===== src/rtl/fmult_rr_sched_if.sv =====
// Requester-side bus of the shared multiplier scheduler.
// Requesters present operand pairs and receive results tagged with their index.
interface fmult_rr_sched_if #(
  parameter int NUM_REQ = 4,
  parameter int W       = 16,
  parameter int ID_W    = 2
);

  logic [NUM_REQ-1:0]   req_valid;
  logic [NUM_REQ-1:0]   req_ready;
  logic [NUM_REQ*W-1:0] req_a;
  logic [NUM_REQ*W-1:0] req_b;
  logic [NUM_REQ-1:0]   rsp_valid;
  logic [ID_W-1:0]      rsp_id;
  logic [W-1:0]         rsp_y;
  logic [2:0]           rsp_flag;

  modport master (
    output req_valid, req_a, req_b,
    input  req_ready, rsp_valid, rsp_id, rsp_y, rsp_flag
  );

  modport slave (
    input  req_valid, req_a, req_b,
    output req_ready, rsp_valid, rsp_id, rsp_y, rsp_flag
  );

endinterface


===== src/rtl/fmult_rr_sched.sv =====
// Shares one fixed-latency half-precision multiplier between NUM_REQ requesters.
// Round-robin or fixed-priority grant, one issue per cycle, results routed back by id tag.
module fmult_rr_sched #(
  parameter int NUM_REQ  = 4,
  parameter int EXP      = 5,
  parameter int FRA      = 10,
  parameter int MULT_LAT = 0,
  localparam int W       = EXP + FRA + 1,
  localparam int ID_W    = (NUM_REQ > 1) ? $clog2(NUM_REQ) : 1
) (
  input  logic               sys_clk,
  input  logic               sys_rst,
  input  logic               en,
  input  logic               prio_mode,
  fmult_rr_sched_if.slave    bus,
  output logic               mult_aresetn,
  output logic               mult_valid,
  output logic [W-1:0]       mult_a,
  output logic [W-1:0]       mult_b,
  input  logic [W-1:0]       mult_y,
  input  logic [2:0]         mult_flag,
  output logic               busy
);

  logic [ID_W-1:0]    ptr;
  logic [ID_W-1:0]    cand;
  logic [ID_W-1:0]    grant_id;
  logic               found;
  logic               take;
  logic [NUM_REQ-1:0] grant;
  logic [W-1:0]       a_arr [NUM_REQ];
  logic [W-1:0]       b_arr [NUM_REQ];
  logic [ID_W-1:0]    iss_id;
  logic               ret_valid;
  logic [ID_W-1:0]    ret_id;
  logic               tag_busy;

  for (genvar g = 0; g < NUM_REQ; g++) begin : g_unpack
    assign a_arr[g] = bus.req_a[g*W +: W];
    assign b_arr[g] = bus.req_b[g*W +: W];
  end

  // Search starts just after the last winner in round-robin mode, at index 0 in fixed mode.
  always_comb begin
    cand     = '0;
    grant_id = '0;
    found    = 1'b0;
    for (int i = 0; i < NUM_REQ; i++) begin
      cand = prio_mode ? ID_W'(i) : ID_W'((int'(ptr) + 1 + i) % NUM_REQ);
      if (!found && bus.req_valid[cand]) begin
        found    = 1'b1;
        grant_id = cand;
      end
    end
  end

  assign take          = found & en & ~sys_rst;
  assign grant         = take ? (NUM_REQ'(1) << grant_id) : '0;
  assign bus.req_ready = grant;
  assign mult_aresetn  = ~sys_rst;

  always_ff @(posedge sys_clk) begin
    if (sys_rst) begin
      ptr <= ID_W'(NUM_REQ - 1);
    end else if (take && !prio_mode) begin
      ptr <= grant_id;
    end
  end

  // Operands hold their last value on idle cycles; only the strobe drops.
  always_ff @(posedge sys_clk) begin
    if (sys_rst) begin
      mult_valid <= 1'b0;
      mult_a     <= '0;
      mult_b     <= '0;
      iss_id     <= '0;
    end else begin
      mult_valid <= take;
      if (take) begin
        mult_a <= a_arr[grant_id];
        mult_b <= b_arr[grant_id];
        iss_id <= grant_id;
      end
    end
  end

  if (MULT_LAT == 0) begin : g_direct
    assign ret_valid = mult_valid;
    assign ret_id    = iss_id;
    assign tag_busy  = 1'b0;
  end else begin : g_pipe
    logic [MULT_LAT-1:0] tag_v;
    logic [ID_W-1:0]     tag_id [MULT_LAT];

    // Tags travel alongside the multiplier pipeline so the last stage lines up with mult_y.
    always_ff @(posedge sys_clk) begin
      if (sys_rst) begin
        tag_v <= '0;
        for (int k = 0; k < MULT_LAT; k++) tag_id[k] <= '0;
      end else begin
        tag_v[0]  <= mult_valid;
        tag_id[0] <= iss_id;
        for (int k = 1; k < MULT_LAT; k++) begin
          tag_v[k]  <= tag_v[k-1];
          tag_id[k] <= tag_id[k-1];
        end
      end
    end

    assign ret_valid = tag_v[MULT_LAT-1];
    assign ret_id    = tag_id[MULT_LAT-1];
    assign tag_busy  = |tag_v;
  end

  always_ff @(posedge sys_clk) begin
    if (sys_rst) begin
      bus.rsp_valid <= '0;
      bus.rsp_id    <= '0;
      bus.rsp_y     <= '0;
      bus.rsp_flag  <= '0;
    end else begin
      bus.rsp_valid <= ret_valid ? (NUM_REQ'(1) << ret_id) : '0;
      if (ret_valid) begin
        bus.rsp_id   <= ret_id;
        bus.rsp_y    <= mult_y;
        bus.rsp_flag <= mult_flag;
      end
    end
  end

  assign busy = mult_valid | tag_busy;

endmodule


===== src/flat_wrapper.sv =====
// flat-port wrapper written by rule: the top's interface ports become plain ports
module fmult_rr_sched_flat 
#(
  parameter int NUM_REQ  = 4,
  parameter int EXP      = 5,
  parameter int FRA      = 10,
  parameter int MULT_LAT = 0,
  localparam int W       = EXP + FRA + 1,
  localparam int ID_W    = (NUM_REQ > 1) ? $clog2(NUM_REQ) : 1
)
  (sys_clk, sys_rst, en, prio_mode, mult_aresetn, mult_valid, mult_a, mult_b, mult_y, mult_flag, busy, bus_req_valid, bus_req_a, bus_req_b, bus_req_ready, bus_rsp_valid, bus_rsp_id, bus_rsp_y, bus_rsp_flag);
  fmult_rr_sched_if #(.NUM_REQ(NUM_REQ), .W(16), .ID_W(2)) bus_i ();
  input  logic sys_clk;
  input  logic sys_rst;
  input  logic en;
  input  logic prio_mode;
  output logic mult_aresetn;
  output logic mult_valid;
  output logic [W-1:0] mult_a;
  output logic [W-1:0] mult_b;
  input  logic [W-1:0] mult_y;
  input  logic [2:0] mult_flag;
  output logic busy;
  input wire logic [$bits(bus_i.req_valid)-1:0] bus_req_valid;
  input wire logic [$bits(bus_i.req_a)-1:0] bus_req_a;
  input wire logic [$bits(bus_i.req_b)-1:0] bus_req_b;
  output wire logic [$bits(bus_i.req_ready)-1:0] bus_req_ready;
  output wire logic [$bits(bus_i.rsp_valid)-1:0] bus_rsp_valid;
  output wire logic [$bits(bus_i.rsp_id)-1:0] bus_rsp_id;
  output wire logic [$bits(bus_i.rsp_y)-1:0] bus_rsp_y;
  output wire logic [$bits(bus_i.rsp_flag)-1:0] bus_rsp_flag;
  assign bus_i.req_valid = bus_req_valid;
  assign bus_i.req_a = bus_req_a;
  assign bus_i.req_b = bus_req_b;
  assign bus_req_ready = bus_i.req_ready;
  assign bus_rsp_valid = bus_i.rsp_valid;
  assign bus_rsp_id = bus_i.rsp_id;
  assign bus_rsp_y = bus_i.rsp_y;
  assign bus_rsp_flag = bus_i.rsp_flag;
  fmult_rr_sched #(.NUM_REQ(NUM_REQ), .EXP(EXP), .FRA(FRA), .MULT_LAT(MULT_LAT)) u_core (.sys_clk(sys_clk), .sys_rst(sys_rst), .en(en), .prio_mode(prio_mode), .bus(bus_i), .mult_aresetn(mult_aresetn), .mult_valid(mult_valid), .mult_a(mult_a), .mult_b(mult_b), .mult_y(mult_y), .mult_flag(mult_flag), .busy(busy));
endmodule

===== config.mk =====
export PLATFORM = sky130hd
export DESIGN_NAME = fmult_rr_sched_flat
export DESIGN_NICKNAME = d
export VERILOG_FILES = /design/src/rtl/fmult_rr_sched_if.sv /design/src/rtl/fmult_rr_sched.sv /design/src/flat_wrapper.sv
export SDC_FILE = /design/constraint.sdc
export NUM_CORES = 1
export LEC_CHECK = 0
export BUFFER_PORTS_ARGS = -buffer_cell sky130_fd_sc_hd__buf_2
export CAP_MARGIN = 40
export CORE_UTILIZATION = 38
export CTS_CLUSTER_SIZE = 25
export DETAILED_ROUTE_END_ITERATION = 10
export PLACE_DENSITY = 0.84
export SLEW_MARGIN = 40
export SYNTH_ARGS = -nofsm -noshare
export SYNTH_HDL_FRONTEND = slang
export SYNTH_SLANG_ARGS = --single-unit

===== constraint.sdc =====
create_clock -name sys_clk -period 2.7 [get_ports sys_clk]
set_clock_uncertainty 0.2 [all_clocks]
set_input_delay 0.54 -clock sys_clk [delete_from_list [all_inputs] [get_ports sys_clk]]
set_output_delay 0.54 -clock sys_clk [all_outputs]
set_load 0.05 [all_outputs]

=== After elaboration in Yosys (flattened, before gate mapping) ===
Index checks and enable logic that the tools add are counted.

* Bitwise logic cells: 5
* $lt $le $gt $ge: 5
* Add/subtract/negate cells: 4
* Shift-type cells: 2
* Muxes and demuxes: 27
* Reductions and logical operators: 9

{| class="wikitable"
|+ Operators with widths
! cell !! number
|-
| binary-select mux 16 bit (select 2 bit) || 2
|-
| two-way mux 16 bit || 4
|-
| two-way mux 2 bit || 8
|-
| less-than comparator 2 x 3 -> 1 bit, second input constant || 4
|-
| binary-select mux 1 bit (select 2 bit) || 4
|-
| two-way mux 1 bit || 8
|-
| << shifter 1 x 2 -> 4 bit, first input constant || 2
|-
| adder 2 x 1 -> 2 bit, second input constant || 2
|-
| adder 2 bit, second input constant || 2
|-
| logical AND 1 bit || 4
|-
| logical NOT 1 bit || 4
|-
| two-way mux 4 bit || 1
|-
| >= comparator 3 bit, second input constant || 1
|-
| inverter 2 -> 3 bit || 1
|-
| bitwise AND 1 bit || 2
|-
| inverter 1 bit || 2
|-
| OR reduction 2 bit || 1
|}

* Register bits: 62
* Output and inout port bits: 64
* Input bits: 155

=== Longest topological paths before layout ===
* Depth in word-level cells: 18
* Gate-level depth with buffers: 9
* Mapped depth without buffers: 6

=== Worst setup path before layout ===
OpenSTA, ideal clock, no wires.

* Path kind: input -> output
* From: input prio_mode
* To: output bus_req_ready[0]
* Data arrival time: 2.419 ns
* Stages on the path: 7
* Setup slack: -0.459 ns
* Required time: 1.960 ns
* Path buffers: 2
* Path through: buf_6 > or2_4 > o32a_1 > nor3_1 > a31oi_4 > buf_2 > nor2_1

* Cells in the longest elaborated chain, start to end: 16

{| class="wikitable"
|+ Ends and longest elaborated chain
! item !! line !! RTL
|-
| start, declared || flat_wrapper.sv:16 || <nowiki>input logic prio_mode;</nowiki>
|-
| two-way mux 2 bit || fmult_rr_sched.sv:49 || <nowiki>cand = prio_mode ? ID_W'(i) : ID_W'((int'(ptr) + 1 + i) % NUM_REQ);</nowiki>
|-
| binary-select mux 1 bit (select 2 bit) || fmult_rr_sched.sv:50 || <nowiki>if (!found && bus.req_valid[cand]) begin</nowiki>
|-
| two-way mux 1 bit (not written as such) || fmult_rr_sched.sv:50 ||
|-
| two-way mux 1 bit || fmult_rr_sched.sv:50 ||
|-
| logical NOT 1 bit || fmult_rr_sched.sv:50 ||
|-
| logical AND 1 bit || fmult_rr_sched.sv:50 ||
|-
| two-way mux 1 bit || fmult_rr_sched.sv:50 ||
|-
| logical NOT 1 bit || fmult_rr_sched.sv:50 ||
|-
| logical AND 1 bit || fmult_rr_sched.sv:50 ||
|-
| two-way mux 1 bit || fmult_rr_sched.sv:50 ||
|-
| logical NOT 1 bit || fmult_rr_sched.sv:50 ||
|-
| logical AND 1 bit || fmult_rr_sched.sv:50 ||
|-
| two-way mux 1 bit || fmult_rr_sched.sv:50 ||
|-
| bitwise AND 1 bit (2 in series) || fmult_rr_sched.sv:57 || <nowiki>assign take = found & en & ~sys_rst;</nowiki>
|-
| two-way mux 4 bit (*) || fmult_rr_sched.sv:58 || <nowiki>assign grant = take ? (NUM_REQ'(1) << grant_id) : '0;</nowiki>
|-
| end, declared || flat_wrapper.sv:27 || <nowiki>output wire logic [$bits(bus_i.req_ready)-1:0] bus_req_ready;</nowiki>
|}

Every way passes the cells marked *; elsewhere a longest branch is shown, timed or not. The select of a mux whose other input is x is not followed.

=== Final worst setup path ===
* From: input bus_req_valid[1]
* To: output bus_req_ready[3]

* Cells in the longest elaborated chain, start to end: 15

{| class="wikitable"
|+ Ends and longest elaborated chain
! item !! line !! RTL
|-
| start, declared || flat_wrapper.sv:24 || <nowiki>input wire logic [$bits(bus_i.req_valid)-1:0] bus_req_valid;</nowiki>
|-
| binary-select mux 1 bit (select 2 bit) || fmult_rr_sched.sv:50 ||
|-
| two-way mux 1 bit (not written as such) || fmult_rr_sched.sv:50 ||
|-
| two-way mux 1 bit || fmult_rr_sched.sv:50 ||
|-
| logical NOT 1 bit || fmult_rr_sched.sv:50 ||
|-
| logical AND 1 bit || fmult_rr_sched.sv:50 ||
|-
| two-way mux 1 bit || fmult_rr_sched.sv:50 ||
|-
| logical NOT 1 bit || fmult_rr_sched.sv:50 ||
|-
| logical AND 1 bit || fmult_rr_sched.sv:50 ||
|-
| two-way mux 1 bit || fmult_rr_sched.sv:50 ||
|-
| logical NOT 1 bit || fmult_rr_sched.sv:50 ||
|-
| logical AND 1 bit || fmult_rr_sched.sv:50 ||
|-
| two-way mux 1 bit || fmult_rr_sched.sv:50 ||
|-
| bitwise AND 1 bit (2 in series) || fmult_rr_sched.sv:57 ||
|-
| two-way mux 4 bit (*) || fmult_rr_sched.sv:58 ||
|}

Marked as above.

==> impl_metrics.csv <==
group,metric,value,unit
setup_path,crit_chain,"buf_4 -> or3b_4 -> o22ai_4 -> a21oi_4 -> a21boi_4 -> and3_4 -> buf_8",
global_route,antenna_found_initial,0,
clocking,cts.sinks,62,
sta,fin_ws,0.003721,ns
setup_path,arrival,1.96,ns
place,io_buffers,218,
synthesis,synth_fp_nets,483,
setup_path,critPathBufInv,2,
sta,maxSlewHeadroom,74.47,%
setup_path,critPathTopFamily,"simple AND/OR/NAND/NOR gates",
layout,syn2layout_area_growth,49.55,%
floorplan,core-area,8217,µm²
floorplan,start_util,39.27,%
clocking,cts_buffer_depth,2,
floorplan,die_y,94.15,µm
setup_path,critPathCaptureType,"output port",
global_route,gr-total-overflow,0,
synthesis,syn_avg_cell_area,9.838,µm²
status,status,"finished, final reports clean",
setup_path,r2r_start,"u_core.ptr[1]",
power_and_ir_drop,p_leak,2.563,nW
setup_path,cpPeakStageDelay,0.42,ns
drt,post_drt_wl_per_cell,14.92,µm
synthesis,netlist_area,3227,µm²
drt,num_vias,3409,
drt,first_pass_iters,5,
layout,final_nets,710,
sta,finalHoldViolations,0,
setup_path,cp-start-kind,"input port",
synthesis,synth_cell_types,39,
layout,n_antenna_cell,0,
global_route,grt_pass1_wl,14.75,mm
min_path,hold_end,"u_core.mult_b[12]",
drt,drcViolationCount,0,
clocking,htreeDepth,3,
synthesis,yosysSeqAreaShare,38.46,%
sta,rsz0062_at_grt,"true",
setup_path,cp_max_fo,9,
sta,post-route-period-util,99.86,%
place,place.gp.congestion,0.8663,
synthesis,ys_warn_count,0,
setup_path,critPathRequiredTime,1.96,ns
global_route,grt_usage,21.46,%
sta,fmaxAchievable,0.3709,GHz
drt,drtAntennaViolNets,0,
clocking,cts_tree,"done",
clocking,cts_buffers,9,
place,pre_cts_slack,-0.1371,ns
min_path,hold_class,"in2reg",
floorplan,die_w,94.15,µm
power_and_ir_drop,power_density,567.1,nW/µm²
global_route,grt_pass1_vias,3205,
run,maxCapViolations,0,
sta,whs,0.2102,ns
sta,setup_viol,0,
floorplan,die_area,8864,µm²
drt,via_per_inst,5.150,
global_route,grt_max_degree,33,
layout,drive_gt1_share,51.35,%
synthesis,netlist_instances,328,
min_path,hold_start,"bus_req_b[60]",
sta,min_period,2.696,ns
drt,drtIter0Drc,91,
place,hpwl,7.391,mm
clocking,postCtsHoldBufs,0,
clocking,path_clk_slew,0.07,ns
clocking,root_buffer,"clkbuf_8",
setup_path,reg2reg_to,"u_core.mult_a[7]",
drt,wirelength,9.874,mm
sta,final_max_slew_viol_count,0,
floorplan,ios,219,
setup_path,crit_type,"in2out",
floorplan,rows,33,
min_path,worstHoldPathCells,2,
synthesis,synth_seq_cells,62,
power_and_ir_drop,peakVddDrop,0.3505,mV
setup_path,reg2reg_depth,8,
setup_path,cpMaxStageDelayCell,"or3b_4",
sta,tightest_slew,0.3817,ns
clocking,clkLatencyLatePin,0.33,ns
setup_path,r2r_slack,0.14,ns
## cells by family (layout without fill, tap and decap cells)
kind of cell | count (synthesis) | in the layout | share of synthesized area (%)
AOI/OAI and AO/OA | 86 | 86 | 24.74
and+or+nand+nor | 94 | 94 | 13.03
buffers and inverters | 32 | 261 | 7.018
DFF | 62 | 62 | 38.46
muxes | 54 | 54 | 16.75
## report_power, final
part / internal (W) / switching (W)
clock network: 0.000487 / 0.000334
logic: 0.000332 / 0.000544
registers: 0.000996 / 0.0000444
total: 0.00181 / 0.000922
## registers in the layout, summed over array words and instances, names as in the netlist
signal,cells
u_core.bus.rsp_flag,3
u_core.bus.rsp_valid,4
u_core.ptr,2
u_core.busy,1
u_core.bus.rsp_id,2
u_core.bus.rsp_y,16
u_core.mult_b,16
u_core.mult_a,16
u_core.iss_id,2
## synth_stat cells (all sizes together)
cell type	instances	area, µm²
a31oi	1	21.27
nor2	66	250.2
or2	1	8.760
a211oi	2	32.53
o32a	1	10.01
clkbuf	9	33.78
nand2b	7	43.79
nand3	2	10.01
a32oi	1	8.760
o22ai	2	18.77
a21oi	5	32.53
mux2i	54	540.5
buf	21	185.2
o211ai	1	12.51
nand2	7	26.28
or3	2	12.51
a22o	33	289.0
dfxtp	62	1241
or3b	2	20.02
o221ai	1	15.01
o41ai	1	27.53
or4b	1	10.01
a21boi	2	26.28
o21ai	3	15.01
a211o	33	289.0
inv	2	7.510
nor3	3	15.01
and3	1	11.26
and2	2	12.52
## through the flow
step	cell area [µm²]	power [W]	cells	setup TNS [ns]	utilization, %
6_report	4826	0.002737	662	0	58.73
5_1_grt	4826	0.002866	662	-0.1362	58.73
4_1_cts	4800	0.002754	662	-0.06724	58.41
3_5_place_dp	4469	0.001905	643	-3.450	54.39
3_3_place_gp	4469	0.001887	643	-1.102	54.39
2_1_floorplan	3267	0.001639	328	-0.02084	-
## placed cells by master (no fill, tap or decap), types with 3 or more instances in the layout
cell	synthesis	layout
a21oi_1	3	3
nor2_4	0	3
clkbuf_8	0	12
buf_2	4	212
nor2_1	65	61
buf_4	5	25
nand2b_1	7	6
nand2_1	7	6
a211o_1	33	33
dfxtp_1	62	60
a22o_1	33	33
buf_6	11	5
mux2i_1	54	54
## how the worst max path moves through the flow
stage / depth (start not counted) / slack, ns / from / end
2_1_floorplan: 7 / -0.01 / prio_mode / bus_req_ready[0]
3_3_place_gp: 7 / -0.06 / bus_req_valid[1] / bus_req_ready[3]
3_5_place_dp: 7 / -0.14 / bus_req_valid[1] / bus_req_ready[3]
4_1_cts: 7 / -0.04 / u_core.ptr[1] / bus_req_ready[0]
5_1_grt: 6 / -0.06 / u_core.ptr[1] / bus_req_ready[3]
6_report: 7 / 0.004 / bus_req_valid[1] / bus_req_ready[3]
## final cells by class
type | count | area (µm²)
Clock buffer | 12 | 165.2
Clock inverter | 1 | 30.03
Fill cell | 721 | 3391
Inverter | 2 | 7.507
Multi-Input combinational cell | 234 | 1868
Sequential cell | 62 | 1249
Tap cell | 105 | 131.4
Timing Repair Buffer | 246 | 1375
## metal layers
layer | global-route usage, % | wire length [µm] | vias up
li1 | - | - | 1644
met1 | 24.46 | 3974 | 1592
met2 | 37.86 | 4992 | 157
met3 | 5.178 | 734 | 16
met4 | 8.974 | 172 | 0
met5 | 0 | 0 | -
## what timing repair did
action | CTS | global route
setup buffers | 6 | 1
resized for setup | 28 | 9
pin swaps | 14 | 15
setup endpoints to repair | 4 | 5
hold endpoints to repair | 0 | 0
Power figures use the tool's default switching activity.
